`src/rtl/adc_seq_serializer.sv`:
```
// Multi-channel parallel-ADC read sequencer with 3-wire serial output to the DSP.
// Optional even-parity trailer bit per word when ADC_SEQ_PARITY_EN is defined.
module adc_seq_serializer #(
    parameter int unsigned NUM_CH     = 4,
    parameter int unsigned DATA_W     = 12,
    parameter int unsigned RD_LOW_CYC = 2,
    parameter int unsigned CLK_DIV    = 1,
    parameter int unsigned MSB_FIRST  = 0
) (
    input  logic              clkin,
    input  logic              rst,
    input  logic              enable,
    input  logic [DATA_W-1:0] db,
    output logic [NUM_CH-1:0] cs_bar,
    output logic              rd_bar,
    output logic              sclk,
    output logic              mosi,
    output logic              busy,
    output logic              overrun
);

`ifdef ADC_SEQ_PARITY_EN
    localparam int unsigned BITS = DATA_W + 1;
`else
    localparam int unsigned BITS = DATA_W;
`endif
    localparam int unsigned ChW  = (NUM_CH > 1) ? $clog2(NUM_CH) : 1;
    localparam int unsigned BitW = $clog2(BITS + 1);

    localparam logic [3:0]      RdLast  = 4'(RD_LOW_CYC - 1);
    localparam logic [3:0]      DivLast = 4'(CLK_DIV - 1);
    localparam logic [BitW-1:0] BitLast = BitW'(BITS - 1);
    localparam logic [ChW-1:0]  ChLast  = ChW'(NUM_CH - 1);

    typedef enum logic [1:0] {StIdle, StRd, StShiftLo, StShiftHi} state_e;

    state_e            state_q, state_d;
    logic [ChW-1:0]    ch_q, ch_d;
    logic [3:0]        cyc_q, cyc_d;
    logic [BitW-1:0]   bit_q, bit_d;
    logic [BITS-1:0]   shreg_q, shreg_d;
    logic [NUM_CH-1:0] cs_bar_q, cs_bar_d;
    logic              rd_bar_q, rd_bar_d;
    logic              sclk_q, sclk_d;
    logic              mosi_q, mosi_d;
    logic              busy_q, busy_d;
    logic              overrun_q, overrun_d;
    logic [BITS-1:0]   load_seq;

    // Word rearranged into transmit order: bit 0 of the result goes out first.
    function automatic logic [BITS-1:0] tx_order(input logic [DATA_W-1:0] w);
        logic [BITS-1:0] s;
        s = '0;
        for (int i = 0; i < int'(DATA_W); i++) begin
            s[i] = (MSB_FIRST != 0) ? w[int'(DATA_W) - 1 - i] : w[i];
        end
`ifdef ADC_SEQ_PARITY_EN
        s[BITS-1] = ^w;
`endif
        return s;
    endfunction

    function automatic logic [NUM_CH-1:0] cs_sel(input logic [ChW-1:0] ch);
        logic [NUM_CH-1:0] s;
        s = '1;
        for (int i = 0; i < int'(NUM_CH); i++) begin
            s[i] = (int'(ch) != i);
        end
        return s;
    endfunction

    assign load_seq = tx_order(db);

    always_comb begin
        state_d   = state_q;
        ch_d      = ch_q;
        cyc_d     = cyc_q;
        bit_d     = bit_q;
        shreg_d   = shreg_q;
        cs_bar_d  = cs_bar_q;
        rd_bar_d  = rd_bar_q;
        sclk_d    = sclk_q;
        mosi_d    = mosi_q;
        busy_d    = busy_q;
        overrun_d = enable & busy_q;

        unique case (state_q)
            StIdle: begin
                if (enable) begin
                    state_d  = StRd;
                    ch_d     = '0;
                    cyc_d    = '0;
                    bit_d    = '0;
                    cs_bar_d = cs_sel('0);
                    rd_bar_d = 1'b0;
                    busy_d   = 1'b1;
                end
            end

            StRd: begin
                if (cyc_q == RdLast) begin
                    // db is captured on the edge that ends the strobe
                    cyc_d    = '0;
                    shreg_d  = load_seq >> 1;
                    mosi_d   = load_seq[0];
                    cs_bar_d = '1;
                    rd_bar_d = 1'b1;
                    sclk_d   = 1'b0;
                    state_d  = StShiftLo;
                end else begin
                    cyc_d = cyc_q + 4'd1;
                end
            end

            StShiftLo: begin
                if (cyc_q == DivLast) begin
                    cyc_d   = '0;
                    sclk_d  = 1'b1;
                    state_d = StShiftHi;
                end else begin
                    cyc_d = cyc_q + 4'd1;
                end
            end

            StShiftHi: begin
                if (cyc_q == DivLast) begin
                    cyc_d = '0;
                    if (bit_q != BitLast) begin
                        bit_d   = bit_q + BitW'(1);
                        mosi_d  = shreg_q[0];
                        shreg_d = shreg_q >> 1;
                        sclk_d  = 1'b0;
                        state_d = StShiftLo;
                    end else begin
                        bit_d = '0;
                        if (ch_q != ChLast) begin
                            ch_d     = ch_q + ChW'(1);
                            cs_bar_d = cs_sel(ch_q + ChW'(1));
                            rd_bar_d = 1'b0;
                            state_d  = StRd;
                        end else begin
                            busy_d  = 1'b0;
                            mosi_d  = 1'b0;
                            state_d = StIdle;
                        end
                    end
                end else begin
                    cyc_d = cyc_q + 4'd1;
                end
            end

            default: state_d = StIdle;
        endcase
    end

    always_ff @(posedge clkin or posedge rst) begin
        if (rst) begin
            state_q   <= StIdle;
            ch_q      <= '0;
            cyc_q     <= '0;
            bit_q     <= '0;
            shreg_q   <= '0;
            cs_bar_q  <= '1;
            rd_bar_q  <= 1'b1;
            sclk_q    <= 1'b1;
            mosi_q    <= 1'b0;
            busy_q    <= 1'b0;
            overrun_q <= 1'b0;
        end else begin
            state_q   <= state_d;
            ch_q      <= ch_d;
            cyc_q     <= cyc_d;
            bit_q     <= bit_d;
            shreg_q   <= shreg_d;
            cs_bar_q  <= cs_bar_d;
            rd_bar_q  <= rd_bar_d;
            sclk_q    <= sclk_d;
            mosi_q    <= mosi_d;
            busy_q    <= busy_d;
            overrun_q <= overrun_d;
        end
    end

    assign cs_bar  = cs_bar_q;
    assign rd_bar  = rd_bar_q;
    assign sclk    = sclk_q;
    assign mosi    = mosi_q;
    assign busy    = busy_q;
    assign overrun = overrun_q;

endmodule
```
`config.mk`:
```
export PLATFORM = sky130hd
export DESIGN_NAME = adc_seq_serializer
export DESIGN_NICKNAME = d
export VERILOG_FILES = /design/src/rtl/adc_seq_serializer.sv
export SDC_FILE = /design/constraint.sdc
export NUM_CORES = 1
export LEC_CHECK = 0
export ABC_CLOCK_PERIOD_IN_PS = 2250
export BUFFER_PORTS_ARGS = -buffer_cell sky130_fd_sc_hd__buf_2
export CORE_ASPECT_RATIO = 0.8
export CORE_MARGIN = 1
export CORE_UTILIZATION = 35
export DETAILED_ROUTE_END_ITERATION = 8
export GPL_TIMING_DRIVEN = 1
export SLEW_MARGIN = 5
export SYNTH_ARGS = -nofsm -noshare
export SYNTH_HDL_FRONTEND = slang
export SYNTH_SLANG_ARGS = --single-unit
```
`constraint.sdc`:
```
create_clock -name clkin -period 2.25 [get_ports clkin]
set_input_delay 0.225 -clock clkin [delete_from_list [all_inputs] [get_ports clkin]]
set_output_delay 0.225 -clock clkin [all_outputs]
set_load 0.05 [all_outputs]
```
==> report_table.html, run 1 <==
<table>
<tr><th>Metric</th><th>Value</th></tr>
<tr><th colspan="2">Run status</th></tr>
<tr><td>Result of the run</td><td>completed</td></tr>
<tr><th colspan="2">Clock tree</th></tr>
<tr><td>CTS Sinks</td><td>32</td></tr>
<tr><td>Gates resized, CTS repair</td><td>0</td></tr>
<tr><td>Max Buffers Root-to-Sink</td><td>2</td></tr>
<tr><td>Clock network latency to the later pin of the worst-skew pair</td><td>0.29 ns</td></tr>
<tr><td>Register clock-pin slew on the reported worst setup and hold paths</td><td>0.07 ns</td></tr>
<tr><td>Num CTS Buffers</td><td>5</td></tr>
<tr><td>Clock tree from TritonCTS</td><td>built</td></tr>
<tr><td>Buffer count from post-CTS setup fixing</td><td>0</td></tr>
<tr><td>Root buffer cell</td><td>clkbuf_8</td></tr>
<tr><td>CTS Hold Buffers Added</td><td>0</td></tr>
<tr><td>Max H-tree Level</td><td>2</td></tr>
<tr><th colspan="2">Die</th></tr>
<tr><td>Die width</td><td>82.7 µm</td></tr>
<tr><td>Initial Utilization</td><td>0.365</td></tr>
<tr><td>Area inside the core boundary</td><td>about 0.0050 mm²</td></tr>
<tr><td>Die area</td><td>roughly 0.0055 mm²</td></tr>
<tr><td>I/O Pins</td><td>24</td></tr>
<tr><td>Die Y-Extent</td><td>66.6 µm</td></tr>
<tr><td>Number of standard-cell rows in the floorplan</td><td>23</td></tr>
<tr><th colspan="2">Critical path</th></tr>
<tr><td>Startpoint-to-endpoint class of the critical path</td><td>reg2reg</td></tr>
<tr><td>Cell count of the worst reg-to-reg path</td><td>4</td></tr>
<tr><td>Minimum setup slack among reg-to-reg paths</td><td>0.30 ns</td></tr>
<tr><td>Nature of the critical path endpoint</td><td>flip-flop</td></tr>
<tr><td>Startpoint types</td><td>flip-flop</td></tr>
<tr><td>Signal arrival time at the worst endpoint</td><td>2.11 ns</td></tr>
<tr><td>Peak fanout along the critical path</td><td>10</td></tr>
<tr><td>Required time of the critical path</td><td>between 2 and 2.5 ns</td></tr>
<tr><th colspan="2">Yosys</th></tr>
<tr><td>Basic-gate share of the synthesized area counting and, or, nand and nor cells</td><td>0.171</td></tr>
<tr><td>Post-Synthesis Cell Area</td><td>0.00183 mm²</td></tr>
<tr><td>Area share of xor/xnor cells in the synthesized design</td><td>0.00480</td></tr>
<tr><td>Asr flop ratio synth</td><td>1.00</td></tr>
<tr><td>Post-Synthesis Mean Instance Area</td><td>~11 µm²</td></tr>
<tr><td>Post-synth cell types</td><td>between 40 and 50</td></tr>
<tr><td>Synth warn</td><td>0</td></tr>
<tr><td>Flops &amp; latches, synth</td><td>32</td></tr>
<tr><td>Adder-cell share of the synthesized area</td><td>0.0548</td></tr>
<tr><td>Post-Synthesis Cells</td><td>166</td></tr>
<tr><td>Compound-cell area share of the yosys netlist</td><td>0.152</td></tr>
<tr><td>Post-synthesis sequential area ratio</td><td>0.443</td></tr>
<tr><td>Post-Syn Nets</td><td>~190</td></tr>
<tr><td>Number of synthesized flops with an enable pin</td><td>0</td></tr>
<tr><td>Primary flip-flop cell chosen by synthesis mapping</td><td>dfrtp_1</td></tr>
<tr><td>Share of cell area taken by muxes after synthesis</td><td>0.137</td></tr>
<tr><td>Largest family of logic cells by synthesized area</td><td>simple AND/OR/NAND/NOR gates</td></tr>
<tr><th colspan="2">Detailed routing</th></tr>
<tr><td>DRC violation count after routing</td><td>0</td></tr>
<tr><td>First-pass iteration count of the detailed router</td><td>4</td></tr>
<tr><td>Average wire length per cell after detail routing</td><td>15.2 µm</td></tr>
<tr><td>Vias per std cell</td><td>5.42</td></tr>
<tr><td>Routed wire length</td><td>around 3900 µm</td></tr>
<tr><td>Vias</td><td>1394</td></tr>
<tr><td>First-iteration detailed-routing DRC count</td><td>104</td></tr>
<tr><td>Number of routed nets with antenna violations</td><td>0</td></tr>
<tr><th colspan="2">Final layout</th></tr>
<tr><td>Total non-filler cell area in the finished layout</td><td>0.00213 mm²</td></tr>
<tr><td>Area overhead of the layout relative to synthesis</td><td>16.9%</td></tr>
<tr><td>Share of cells above drive strength 1</td><td>0.390</td></tr>
<tr><td>Footprint of the multi-input gates</td><td>950 µm²</td></tr>
<tr><td>Commonest non-fill, non-tap cell in the layout</td><td>dfrtp_1</td></tr>
<tr><td>Non-filler instance count after layout</td><td>257</td></tr>
<tr><td>Antenna Diode Count</td><td>0</td></tr>
<tr><td>Most frequent cells in the layout</td><td>dfrtp_1, buf_2, mux2_2, inv_1, ha_1</td></tr>
<tr><td>Net count of the finished layout</td><td>217</td></tr>
<tr><td>Final core occ</td><td>0.426</td></tr>
<tr><td>Register cell area after layout</td><td>808 µm²</td></tr>
<tr><td>Filler cell count</td><td>515</td></tr>
<tr><th colspan="2">Timing</th></tr>
<tr><td>Setup repair after global routing missed its margin</td><td>false</td></tr>
<tr><td>Fmax</td><td>0.513 GHz</td></tr>
<tr><td>Number of setup violations in the final report</td><td>0</td></tr>
<tr><td>Post-route fraction of the period consumed by the critical path</td><td>0.866</td></tr>
<tr><td>Normalized max-slew margin</td><td>0.599</td></tr>
<tr><td>Setup TNS</td><td>0 ns</td></tr>
<tr><td>Shortest period the worst path allows</td><td>1.95 ns</td></tr>
<tr><td>Final max-slew violation count</td><td>0</td></tr>
<tr><td>Pin slew with the least headroom to its limit</td><td>between 0.5 and 0.6 ns</td></tr>
<tr><td>Number of endpoints with negative hold slack in the final report</td><td>0</td></tr>
<tr><td>Clk_skew</td><td>around 0.0097 ns</td></tr>
<tr><th colspan="2">Placed design</th></tr>
<tr><td>Instance area after placement</td><td>0.00203 mm²</td></tr>
<tr><td>Gp weighted congestion</td><td>roughly 0.74</td></tr>
<tr><td>Post-DP HPWL</td><td>around 2800 µm</td></tr>
<tr><td>Total of buffers placed on input and output ports</td><td>23</td></tr>
<tr><td>Cell Count Post-Placement</td><td>249</td></tr>
<tr><th colspan="2">Power</th></tr>
<tr><td>Power per Cell Area</td><td>1380 mW/mm²</td></tr>
<tr><td>Net switching component of the power</td><td>1.21 mW</td></tr>
<tr><td>Worst ir drop on vdd</td><td>a little over 0.0005 V</td></tr>
<tr><td>Part of the power in combinational logic</td><td>0.482</td></tr>
<tr><td>Leakage component of the power</td><td>approximately 0.9 nW</td></tr>
<tr><td>Pint</td><td>about 1.7 mW</td></tr>
<tr><td>Proportion of power drawn by flip-flops and latches</td><td>0.351</td></tr>
<tr><td>Part of the total power dissipated in the clock network</td><td>0.167</td></tr>
<tr><td>Switching Share</td><td>0.411</td></tr>
<tr><td>Pwr Total</td><td>2.95 mW</td></tr>
<tr><th colspan="2">Global route</th></tr>
<tr><td>Pin count of the biggest net entering global routing</td><td>33</td></tr>
<tr><td>Global-route usage over all layers</td><td>0.159</td></tr>
<tr><td>Global-route wire length before repair</td><td>6330 µm</td></tr>
<tr><td>Antenna violations before repair</td><td>0</td></tr>
<tr><td>Number of global-route vias before repair</td><td>~1.3k</td></tr>
<tr><td>Residual overflow from global routing</td><td>0</td></tr>
<tr><th colspan="2">Job</th></tr>
<tr><td>Max-cap violation count</td><td>0</td></tr>
<tr><th colspan="2">Min path</th></tr>
<tr><td>Worst min path class</td><td>in2async</td></tr>
</table>
per-stage QoR:
step,hold slack (ns),setup slack [ns]
2_1_floorplan,0.334,0.486
3_3_place_gp,0.334,0.366
3_5_place_dp,0.338,0.308
4_1_cts,0.0329,0.296
5_1_grt,0.0899,0.170
6_report,0.0123,0.302
sequential cells by signal, summed over array words and instances, names as in the netlist:
| name | cells |
|---|---|
| sclk | 1 |
| cs_bar | 4 |
| rd_bar | 1 |
| bit_q | 4 |
| ch_q | 2 |
| cyc_q | 4 |
| shreg_q | 11 |
| overrun | 1 |
| busy | 1 |
| mosi | 1 |
| state_q | 2 |
synthesized netlist by cell type (3+ instances only):
cell,n,area (µm²)
a211oi_1,3,22.5
a21oi_1,6,30.0
a221oi_1,3,26.3
a32o_1,4,40.0
clkbuf_1,5,18.8
dfrtp_1,26,651
dfstp_2,6,158
ha_1,8,100
inv_1,8,30.0
mux2_2,21,236
nand2_1,5,18.8
nand3_1,6,30.0
nor2_1,7,26.3
nor2b_1,5,31.3
o21ai_0,4,20.0
o31ai_1,4,30.0
or2_2,3,18.8
kinds of logic after synthesis:
| logic type | count (synthesis) |
|---|---|
| AOI/OAI and AO/OA | 37 |
| buffers and inverters | 17 |
| muxes | 22 |
| DFF | 32 |
| and+or+nand+nor | 49 |
| adders and majority gates | 8 |
| xor gates and xnor gates | 1 |
critical path, stage by stage (launching register included):
cell and delay (ns):
dfrtp_1 0.41, ha_1 0.25, and4b_1 0.28, nor3_4 0.49, mux2_2 0.39
routing by layer:
metal  vias up  GRT usage  wire length, µm
met5         -          0                0
met2        24      0.217             1700
met4         0     0.0711               52
met1       686      0.229             2020
met3         7     0.0425              151
li1        677          -                -
final timing paths:
path / from / endpoint
worst max-delay path: bit_q[1]$_DFFE_PP0P_ / shreg_q[8]$_DFFE_PP0P_
worst min-delay path: rst / shreg_q[4]$_DFFE_PP0P_
worst max register to register: bit_q[1]$_DFFE_PP0P_ / shreg_q[8]$_DFFE_PP0P_
worst min register to register: rd_bar$_DFFE_PP1P_ / rd_bar$_DFFE_PP1P_
max in group asynchronous: rst / cs_bar[3]$_DFFE_PP1P_
min in group clkin: db[11] / shreg_q[10]$_DFFE_PP0P_
power groups by stage:
| stage | combinational [mW] | clock, mW | sequential, mW |
|---|---|---|---|
| final | 1.42 | 0.492 | 1.04 |
| after global routing | 1.56 | 0.521 | 1.07 |
| after CTS | 1.43 | 0.501 | 1.04 |
| after detailed placement | 1.42 | 0 | 1.05 |
| after global placement | 1.41 | 0 | 1.04 |
| after floorplan | 1.01 | 0 | 1.13 |
cell type report:
cell class / count / area share
Sequential cell: 32 / 0.379
Inverter: 8 / 0.0141
Tap cell: 62 / 0.0364
Timing Repair Buffer: 30 / 0.0786
Clock buffer: 8 / 0.0469
Multi-Input combinational cell: 117 / 0.445
Power figures use the tool's default switching activity.
==> run 2, diff against run 1 <==
- REMOVE_ABC_BUFFERS: not set -> 1
==> run 2 against run 1 <==
Net effect: clock-buffer cell count fell by 3; global-route usage fell by 0.21 points; utilization rose by 0.22 points; worst hold slack barely moved; sequential power barely moved; clock skew barely moved; die area did not move; final area rose by 0.53%; register-to-register slack barely moved.
==> report_table.html, run 2 (same netlist as run 1, synthesis figures left out) <==
<table>
<tr><th>Metric</th><th>Value</th></tr>
<tr><th colspan="2">Run status</th></tr>
<tr><td>Result of the run</td><td>completed (unchanged)</td></tr>
<tr><th colspan="2">Clock tree</th></tr>
<tr><td>Clock network latency to the later pin of the worst-skew pair</td><td>0.28 ns (was 0.29 ns)</td></tr>
<tr><td>Buffer count from post-CTS setup fixing</td><td>0 (unchanged)</td></tr>
<tr><td>Root buffer cell</td><td>clkbuf_8 (unchanged)</td></tr>
<tr><td>CTS Sinks</td><td>32 (unchanged)</td></tr>
<tr><td>Register clock-pin slew on the reported worst setup and hold paths</td><td>0.08 ns (was 0.07 ns)</td></tr>
<tr><td>Num CTS Buffers</td><td>5 (unchanged)</td></tr>
<tr><td>CTS Hold Buffers Added</td><td>0 (unchanged)</td></tr>
<tr><td>Max H-tree Level</td><td>2 (unchanged)</td></tr>
<tr><td>Gates resized, CTS repair</td><td>0 (unchanged)</td></tr>
<tr><td>Clock tree from TritonCTS</td><td>built (unchanged)</td></tr>
<tr><td>Max Buffers Root-to-Sink</td><td>2 (unchanged)</td></tr>
<tr><th colspan="2">Timing</th></tr>
<tr><td>Normalized max-slew margin</td><td>0.593 (was 0.599)</td></tr>
<tr><td>Post-route fraction of the period consumed by the critical path</td><td>0.869 (was 0.866)</td></tr>
<tr><td>Clk_skew</td><td>0.00983 ns (was 0.00969 ns)</td></tr>
<tr><td>Setup WS post-layout</td><td>0.294 ns (was 0.302 ns)</td></tr>
<tr><td>Final max-slew violation count</td><td>0 (unchanged)</td></tr>
<tr><td>Number of endpoints with negative hold slack in the final report</td><td>0 (unchanged)</td></tr>
<tr><td>Setup repair after global routing missed its margin</td><td>false (unchanged)</td></tr>
<tr><td>Setup TNS</td><td>0 ns (unchanged)</td></tr>
<tr><td>Pin slew with the least headroom to its limit</td><td>0.599 ns (was 0.589 ns)</td></tr>
<tr><td>Number of setup violations in the final report</td><td>0 (unchanged)</td></tr>
<tr><td>Fmax</td><td>0.511 GHz (was 0.513 GHz)</td></tr>
<tr><td>Shortest period the worst path allows</td><td>1.96 ns (was 1.95 ns)</td></tr>
<tr><th colspan="2">Critical path</th></tr>
<tr><td>Signal arrival time at the worst endpoint</td><td>2.12 ns (was 2.11 ns)</td></tr>
<tr><td>Required time of the critical path</td><td>2.41 ns (was 2.42 ns)</td></tr>
<tr><td>Startpoint-to-endpoint class of the critical path</td><td>reg2reg (unchanged)</td></tr>
<tr><td>Startpoint types</td><td>flip-flop (unchanged)</td></tr>
<tr><td>Nature of the critical path endpoint</td><td>flip-flop (unchanged)</td></tr>
<tr><td>Peak fanout along the critical path</td><td>10 (unchanged)</td></tr>
<tr><th colspan="2">Min path</th></tr>
<tr><td>Worst min path class</td><td>in2async (unchanged)</td></tr>
<tr><th colspan="2">Die</th></tr>
<tr><td>Die Y-Extent</td><td>66.6 µm (unchanged)</td></tr>
<tr><td>Initial Utilization</td><td>0.365 (unchanged)</td></tr>
<tr><td>Die area</td><td>0.00551 mm² (unchanged)</td></tr>
<tr><td>Area inside the core boundary</td><td>0.00501 mm² (unchanged)</td></tr>
<tr><td>Die width</td><td>82.7 µm (unchanged)</td></tr>
<tr><td>Number of standard-cell rows in the floorplan</td><td>23 (unchanged)</td></tr>
<tr><td>I/O Pins</td><td>24 (unchanged)</td></tr>
<tr><th colspan="2">Power</th></tr>
<tr><td>Worst ir drop on vdd</td><td>0.000767 V (was 0.000513 V)</td></tr>
<tr><td>Power per Cell Area</td><td>1410 mW/mm² (was 1380 mW/mm²)</td></tr>
<tr><td>Leakage component of the power</td><td>0.903 nW (was 0.899 nW)</td></tr>
<tr><th colspan="2">Detailed routing</th></tr>
<tr><td>Vias per std cell</td><td>5.39 (was 5.42)</td></tr>
<tr><td>Routed wire length</td><td>3800 µm (was 3920 µm)</td></tr>
<tr><td>Vias</td><td>1384 (was 1394)</td></tr>
<tr><td>Average wire length per cell after detail routing</td><td>14.8 µm (was 15.2 µm)</td></tr>
<tr><td>First-pass iteration count of the detailed router</td><td>4 (unchanged)</td></tr>
<tr><td>First-iteration detailed-routing DRC count</td><td>84 (was 104)</td></tr>
<tr><td>DRC violation count after routing</td><td>0 (unchanged)</td></tr>
<tr><td>Number of routed nets with antenna violations</td><td>0 (unchanged)</td></tr>
<tr><th colspan="2">Global route</th></tr>
<tr><td>Pin count of the biggest net entering global routing</td><td>33 (unchanged)</td></tr>
<tr><td>Global-route wire length before repair</td><td>6400 µm (was 6330 µm)</td></tr>
<tr><td>Residual overflow from global routing</td><td>0 (unchanged)</td></tr>
<tr><td>Global-route usage over all layers</td><td>0.157 (was 0.159)</td></tr>
<tr><td>Number of global-route vias before repair</td><td>1258 (was 1290)</td></tr>
<tr><td>Antenna violations before repair</td><td>0 (unchanged)</td></tr>
<tr><th colspan="2">Final layout</th></tr>
<tr><td>Area overhead of the layout relative to synthesis</td><td>17.5% (was 16.9%)</td></tr>
<tr><td>Commonest non-fill, non-tap cell in the layout</td><td>dfrtp_1 (unchanged)</td></tr>
<tr><td>Share of cells above drive strength 1</td><td>0.395 (was 0.390)</td></tr>
<tr><td>Most frequent cells in the layout</td><td>dfrtp_1, buf_2, mux2_2, inv_1, ha_1 (unchanged)</td></tr>
<tr><td>Flip-flop count of the largest register, all copies and words added</td><td>11 (unchanged)</td></tr>
<tr><td>Net count of the finished layout</td><td>217 (unchanged)</td></tr>
<tr><td>Final core occ</td><td>0.428 (was 0.426)</td></tr>
<tr><td>Top register by number of flip-flops</td><td>shreg_q (unchanged)</td></tr>
<tr><td>Antenna Diode Count</td><td>0 (unchanged)</td></tr>
<tr><td>Non-filler instance count after layout</td><td>257 (unchanged)</td></tr>
<tr><td>Total non-filler cell area in the finished layout</td><td>0.00214 mm² (was 0.00213 mm²)</td></tr>
<tr><th colspan="2">Placed design</th></tr>
<tr><td>Post-DP HPWL</td><td>2690 µm (was 2770 µm)</td></tr>
<tr><td>Total of buffers placed on input and output ports</td><td>23 (unchanged)</td></tr>
<tr><td>Cell Count Post-Placement</td><td>249 (unchanged)</td></tr>
<tr><td>Post-place setup slack</td><td>0.327 ns (was 0.308 ns)</td></tr>
<tr><td>Instance area after placement</td><td>0.00203 mm² (unchanged)</td></tr>
<tr><td>Gp weighted congestion</td><td>0.774 (was 0.744)</td></tr>
<tr><th colspan="2">Job</th></tr>
<tr><td>Max-cap violation count</td><td>0 (unchanged)</td></tr>
</table>
## run 2: changes by cell type in the layout (fill, tap and decap cells not counted), sizes merged
cell | before | now
clkinv | 0 | 1
bufinv | 0 | 1
clkinvlp | 0 | 1
clkbuf | 8 | 5
## run 2: area by class of cell
cell class,count,area [µm²]
well taps,62,77.6
repair buffers,30,168
inverters,8,30.0
clock buffers,5,68.8
fillers,510,2860
flip-flops and latches,32,808
multi-input cells,117,950
clock inverters,3,42.5
## run 2: metal layers
layer  global-route usage  up-vias  wire [µm]
li1                     -      677          -
met1                0.241      679       2080
met2                0.215       26       1560
met3               0.0411        2        129
met4               0.0323        0         18
met5                    0        -          0
## run 2: metrics by stage
step,hold WS [ns],power [mW]
finish,0.0127,3.02
CTS,0.0266,3.04
floorplan,0.334,2.09
detailed placement,0.333,2.48
global placement,0.332,2.47
global route,0.0595,3.23
## run 2: report_power, final
group          internal, mW  total, mW  switching [mW]
clock                 0.327      0.547           0.219
combinational         0.631       1.44           0.805
sequential            0.835       1.04           0.203
## run 2: worst max-delay path: stages, from the launching register on
cell	delay, ns
dfrtp_1	0.40
ha_1	0.26
and4b_1	0.27
nor3_4	0.51
mux2_2	0.39
## run 2: path summary, 6_finish.rpt
path	slack, ns	to	depth (start not counted)	startpoint
worst min-delay path	0.01	shreg_q[7]$_DFFE_PP0P_	3	rst
min in group clkin	0.22	shreg_q[10]$_DFFE_PP0P_	2	db[11]
worst max register to register	0.29	shreg_q[8]$_DFFE_PP0P_	4	bit_q[0]$_DFFE_PP0P_
max in group asynchronous	1.90	cs_bar[1]$_DFFE_PP1P_	3	rst
worst min register to register	0.50	rd_bar$_DFFE_PP1P_	2	rd_bar$_DFFE_PP1P_
worst max-delay path	0.29	shreg_q[8]$_DFFE_PP0P_	4	bit_q[0]$_DFFE_PP0P_
==> run 3, diff against run 2 <==
- CORE_MARGIN: 1 -> 4
==> run 3 against run 2 <==
Net effect: clock-buffer cell count up 3; sequential share of layout area up 0.38 points; first-iteration DRC count up 2.4%; final area down 0.99%; critical path type unchanged; critical endpoint is now shreg_q[7]$_DFFE_PP0P_; highest routed layer unchanged.
==> report_table.html, run 3 (same netlist as run 1, synthesis figures left out) <==
<table>
<tr><th>Metric</th><th>Value</th></tr>
<tr><th colspan="2">Run status</th></tr>
<tr><td>Result of the run</td><td>completed (unchanged)</td></tr>
<tr><th colspan="2">Detailed routing</th></tr>
<tr><td>Vias per std cell</td><td>5.40 (was 5.39)</td></tr>
<tr><td>First-iteration detailed-routing DRC count</td><td>86 (was 84)</td></tr>
<tr><td>DRC violation count after routing</td><td>0 (unchanged)</td></tr>
<tr><td>First-pass iteration count of the detailed router</td><td>4 (unchanged)</td></tr>
<tr><td>Number of routed nets with antenna violations</td><td>0 (unchanged)</td></tr>
<tr><td>Routed wire length</td><td>3970 µm (was 3800 µm)</td></tr>
<tr><td>Average wire length per cell after detail routing</td><td>15.4 µm (was 14.8 µm)</td></tr>
<tr><td>Vias</td><td>1387 (was 1384)</td></tr>
<tr><th colspan="2">Power</th></tr>
<tr><td>Pwr Total</td><td>2.92 mW (was 3.02 mW)</td></tr>
<tr><td>Switching Share</td><td>0.415 (was 0.406)</td></tr>
<tr><td>Part of the power in combinational logic</td><td>0.487 (was 0.476)</td></tr>
<tr><td>Proportion of power drawn by flip-flops and latches</td><td>0.356 (was 0.343)</td></tr>
<tr><td>Net switching component of the power</td><td>1.21 mW (was 1.23 mW)</td></tr>
<tr><td>Pint</td><td>1.71 mW (was 1.79 mW)</td></tr>
<tr><td>Leakage component of the power</td><td>0.893 nW (was 0.903 nW)</td></tr>
<tr><td>Part of the total power dissipated in the clock network</td><td>0.157 (was 0.181)</td></tr>
<tr><td>Worst ir drop on vdd</td><td>0.000640 V (was 0.000767 V)</td></tr>
<tr><td>Power per Cell Area</td><td>1370 mW/mm² (was 1410 mW/mm²)</td></tr>
<tr><th colspan="2">Critical path</th></tr>
<tr><td>Signal arrival time at the worst endpoint</td><td>2.10 ns (was 2.12 ns)</td></tr>
<tr><td>Nature of the critical path endpoint</td><td>flip-flop (unchanged)</td></tr>
<tr><td>Peak fanout along the critical path</td><td>10 (unchanged)</td></tr>
<tr><td>Startpoint types</td><td>flip-flop (unchanged)</td></tr>
<tr><td>Required time of the critical path</td><td>2.41 ns (about the same)</td></tr>
<tr><td>Startpoint-to-endpoint class of the critical path</td><td>reg2reg (unchanged)</td></tr>
<tr><th colspan="2">Placed design</th></tr>
<tr><td>Cell Count Post-Placement</td><td>249 (unchanged)</td></tr>
<tr><td>Total of buffers placed on input and output ports</td><td>23 (unchanged)</td></tr>
<tr><td>Post-DP HPWL</td><td>2860 µm (was 2690 µm)</td></tr>
<tr><td>Instance area after placement</td><td>0.00203 mm² (unchanged)</td></tr>
<tr><td>Post-place setup slack</td><td>0.322 ns (was 0.327 ns)</td></tr>
<tr><td>Gp weighted congestion</td><td>0.755 (was 0.774)</td></tr>
<tr><th colspan="2">Timing</th></tr>
<tr><td>Setup repair after global routing missed its margin</td><td>false (unchanged)</td></tr>
<tr><td>Clk_skew</td><td>0.00853 ns (was 0.00983 ns)</td></tr>
<tr><td>Number of setup violations in the final report</td><td>0 (unchanged)</td></tr>
<tr><td>Fmax</td><td>0.515 GHz (was 0.511 GHz)</td></tr>
<tr><td>Pin slew with the least headroom to its limit</td><td>0.612 ns (was 0.599 ns)</td></tr>
<tr><td>Setup TNS</td><td>0 ns (unchanged)</td></tr>
<tr><td>Post-route fraction of the period consumed by the critical path</td><td>0.862 (was 0.869)</td></tr>
<tr><td>Number of endpoints with negative hold slack in the final report</td><td>0 (unchanged)</td></tr>
<tr><td>Normalized max-slew margin</td><td>0.584 (was 0.593)</td></tr>
<tr><td>Final max-slew violation count</td><td>0 (unchanged)</td></tr>
<tr><td>Setup WS post-layout</td><td>0.309 ns (was 0.294 ns)</td></tr>
<tr><td>Post-route worst hold slack</td><td>0.0172 ns (was 0.0127 ns)</td></tr>
<tr><td>Shortest period the worst path allows</td><td>1.94 ns (was 1.96 ns)</td></tr>
<tr><th colspan="2">Final layout</th></tr>
<tr><td>Most frequent cells in the layout</td><td>dfrtp_1, buf_2, mux2_2, inv_1, ha_1 (unchanged)</td></tr>
<tr><td>Commonest non-fill, non-tap cell in the layout</td><td>dfrtp_1 (unchanged)</td></tr>
<tr><td>Top register by number of flip-flops</td><td>shreg_q (unchanged)</td></tr>
<tr><td>Net count of the finished layout</td><td>217 (unchanged)</td></tr>
<tr><td>Footprint of the multi-input gates</td><td>950 µm² (unchanged)</td></tr>
<tr><td>Flip-flop count of the largest register, all copies and words added</td><td>11 (unchanged)</td></tr>
<tr><td>Filler cell count</td><td>489 (was 510)</td></tr>
<tr><td>Share of cells above drive strength 1</td><td>0.385 (was 0.395)</td></tr>
<tr><td>Non-filler instance count after layout</td><td>257 (unchanged)</td></tr>
<tr><td>Area overhead of the layout relative to synthesis</td><td>16.3% (was 17.5%)</td></tr>
<tr><td>Antenna Diode Count</td><td>0 (unchanged)</td></tr>
<tr><td>Total non-filler cell area in the finished layout</td><td>0.00212 mm² (was 0.00214 mm²)</td></tr>
<tr><td>Register cell area after layout</td><td>808 µm² (unchanged)</td></tr>
<tr><td>Final core occ</td><td>0.422 (was 0.428)</td></tr>
<tr><th colspan="2">Die</th></tr>
<tr><td>Number of standard-cell rows in the floorplan</td><td>23 (unchanged)</td></tr>
<tr><td>Die area</td><td>0.00644 mm² (was 0.00551 mm²)</td></tr>
<tr><td>Area inside the core boundary</td><td>0.00504 mm² (was 0.00501 mm²)</td></tr>
<tr><td>Die width</td><td>88.7 µm (was 82.7 µm)</td></tr>
<tr><td>Initial Utilization</td><td>0.362 (was 0.365)</td></tr>
<tr><td>I/O Pins</td><td>24 (unchanged)</td></tr>
<tr><td>Die Y-Extent</td><td>72.6 µm (was 66.6 µm)</td></tr>
<tr><th colspan="2">Clock tree</th></tr>
<tr><td>Num CTS Buffers</td><td>5 (unchanged)</td></tr>
<tr><td>Max H-tree Level</td><td>2 (unchanged)</td></tr>
<tr><td>Register clock-pin slew on the reported worst setup and hold paths</td><td>0.07 ns (was 0.08 ns)</td></tr>
<tr><td>Buffer count from post-CTS setup fixing</td><td>0 (unchanged)</td></tr>
<tr><td>CTS Sinks</td><td>32 (unchanged)</td></tr>
<tr><td>Max Buffers Root-to-Sink</td><td>2 (unchanged)</td></tr>
<tr><td>Clock network latency to the later pin of the worst-skew pair</td><td>0.28 ns (about the same)</td></tr>
<tr><td>Clock tree from TritonCTS</td><td>built (unchanged)</td></tr>
<tr><td>Root buffer cell</td><td>clkbuf_8 (unchanged)</td></tr>
<tr><td>Gates resized, CTS repair</td><td>0 (unchanged)</td></tr>
<tr><td>CTS Hold Buffers Added</td><td>0 (unchanged)</td></tr>
<tr><th colspan="2">Global route</th></tr>
<tr><td>Number of global-route vias before repair</td><td>1352 (was 1258)</td></tr>
<tr><td>Antenna violations before repair</td><td>0 (unchanged)</td></tr>
<tr><td>Global-route wire length before repair</td><td>6760 µm (was 6400 µm)</td></tr>
<tr><td>Global-route usage over all layers</td><td>0.135 (was 0.157)</td></tr>
<tr><td>Residual overflow from global routing</td><td>0 (unchanged)</td></tr>
<tr><td>Pin count of the biggest net entering global routing</td><td>33 (unchanged)</td></tr>
<tr><th colspan="2">Min path</th></tr>
<tr><td>Worst min path class</td><td>in2async (unchanged)</td></tr>
<tr><th colspan="2">Job</th></tr>
<tr><td>Max-cap violation count</td><td>0 (unchanged)</td></tr>
</table>
[run 3: changes by cell type in the layout (fill, tap and decap cells not counted), sizes merged]
cell	previous run	this run
clkbuf	5	8
clkinvlp	1	0
bufinv	1	0
clkinv	1	0
[run 3: area by class of cell]
type	count	area share
clock buffer	8	0.0424
timing repair buffer	30	0.0790
inverter	8	0.0141
tap	62	0.0365
multi-input combinational	117	0.447
sequential	32	0.381
[run 3: critical path, stage by stage, from the launching register on]
cell and delay [ns]:
dfrtp_1 0.41, ha_1 0.26, and4b_1 0.27, nor3_4 0.48, mux2_2 0.40
[run 3: worst paths after layout]
check / to / slack, ns / from / cells after the start
max in group asynchronous: cs_bar[3]$_DFFE_PP1P_ / 1.91 / rst / 3
setup / recovery: shreg_q[7]$_DFFE_PP0P_ / 0.31 / bit_q[0]$_DFFE_PP0P_ / 4
hold / removal: state_q[1]$_DFFE_PP0P_ / 0.02 / rst / 3
setup reg to reg: shreg_q[7]$_DFFE_PP0P_ / 0.31 / bit_q[0]$_DFFE_PP0P_ / 4
min in group clkin: shreg_q[10]$_DFFE_PP0P_ / 0.22 / db[11] / 2
hold reg to reg: rd_bar$_DFFE_PP1P_ / 0.49 / rd_bar$_DFFE_PP1P_ / 2
[run 3: per-layer routing]
| layer | vias up | routed length, µm | track usage |
|---|---|---|---|
| met5 | - | 0 | 0 |
| met4 | 0 | 18 | 0.0302 |
| met3 | 2 | 268 | 0.0395 |
| met2 | 38 | 1670 | 0.189 |
| met1 | 669 | 2010 | 0.204 |
| li1 | 678 | - | - |
[run 3: power by group through the flow]
stage               clock [mW]  sequential, mW  combinational, mW
floorplan                    0            1.19              0.903
global placement             0            1.04               1.41
detailed placement           0            1.05               1.42
CTS                      0.473            1.04               1.43
global route             0.497            1.08               1.57
finish                   0.457            1.04               1.42
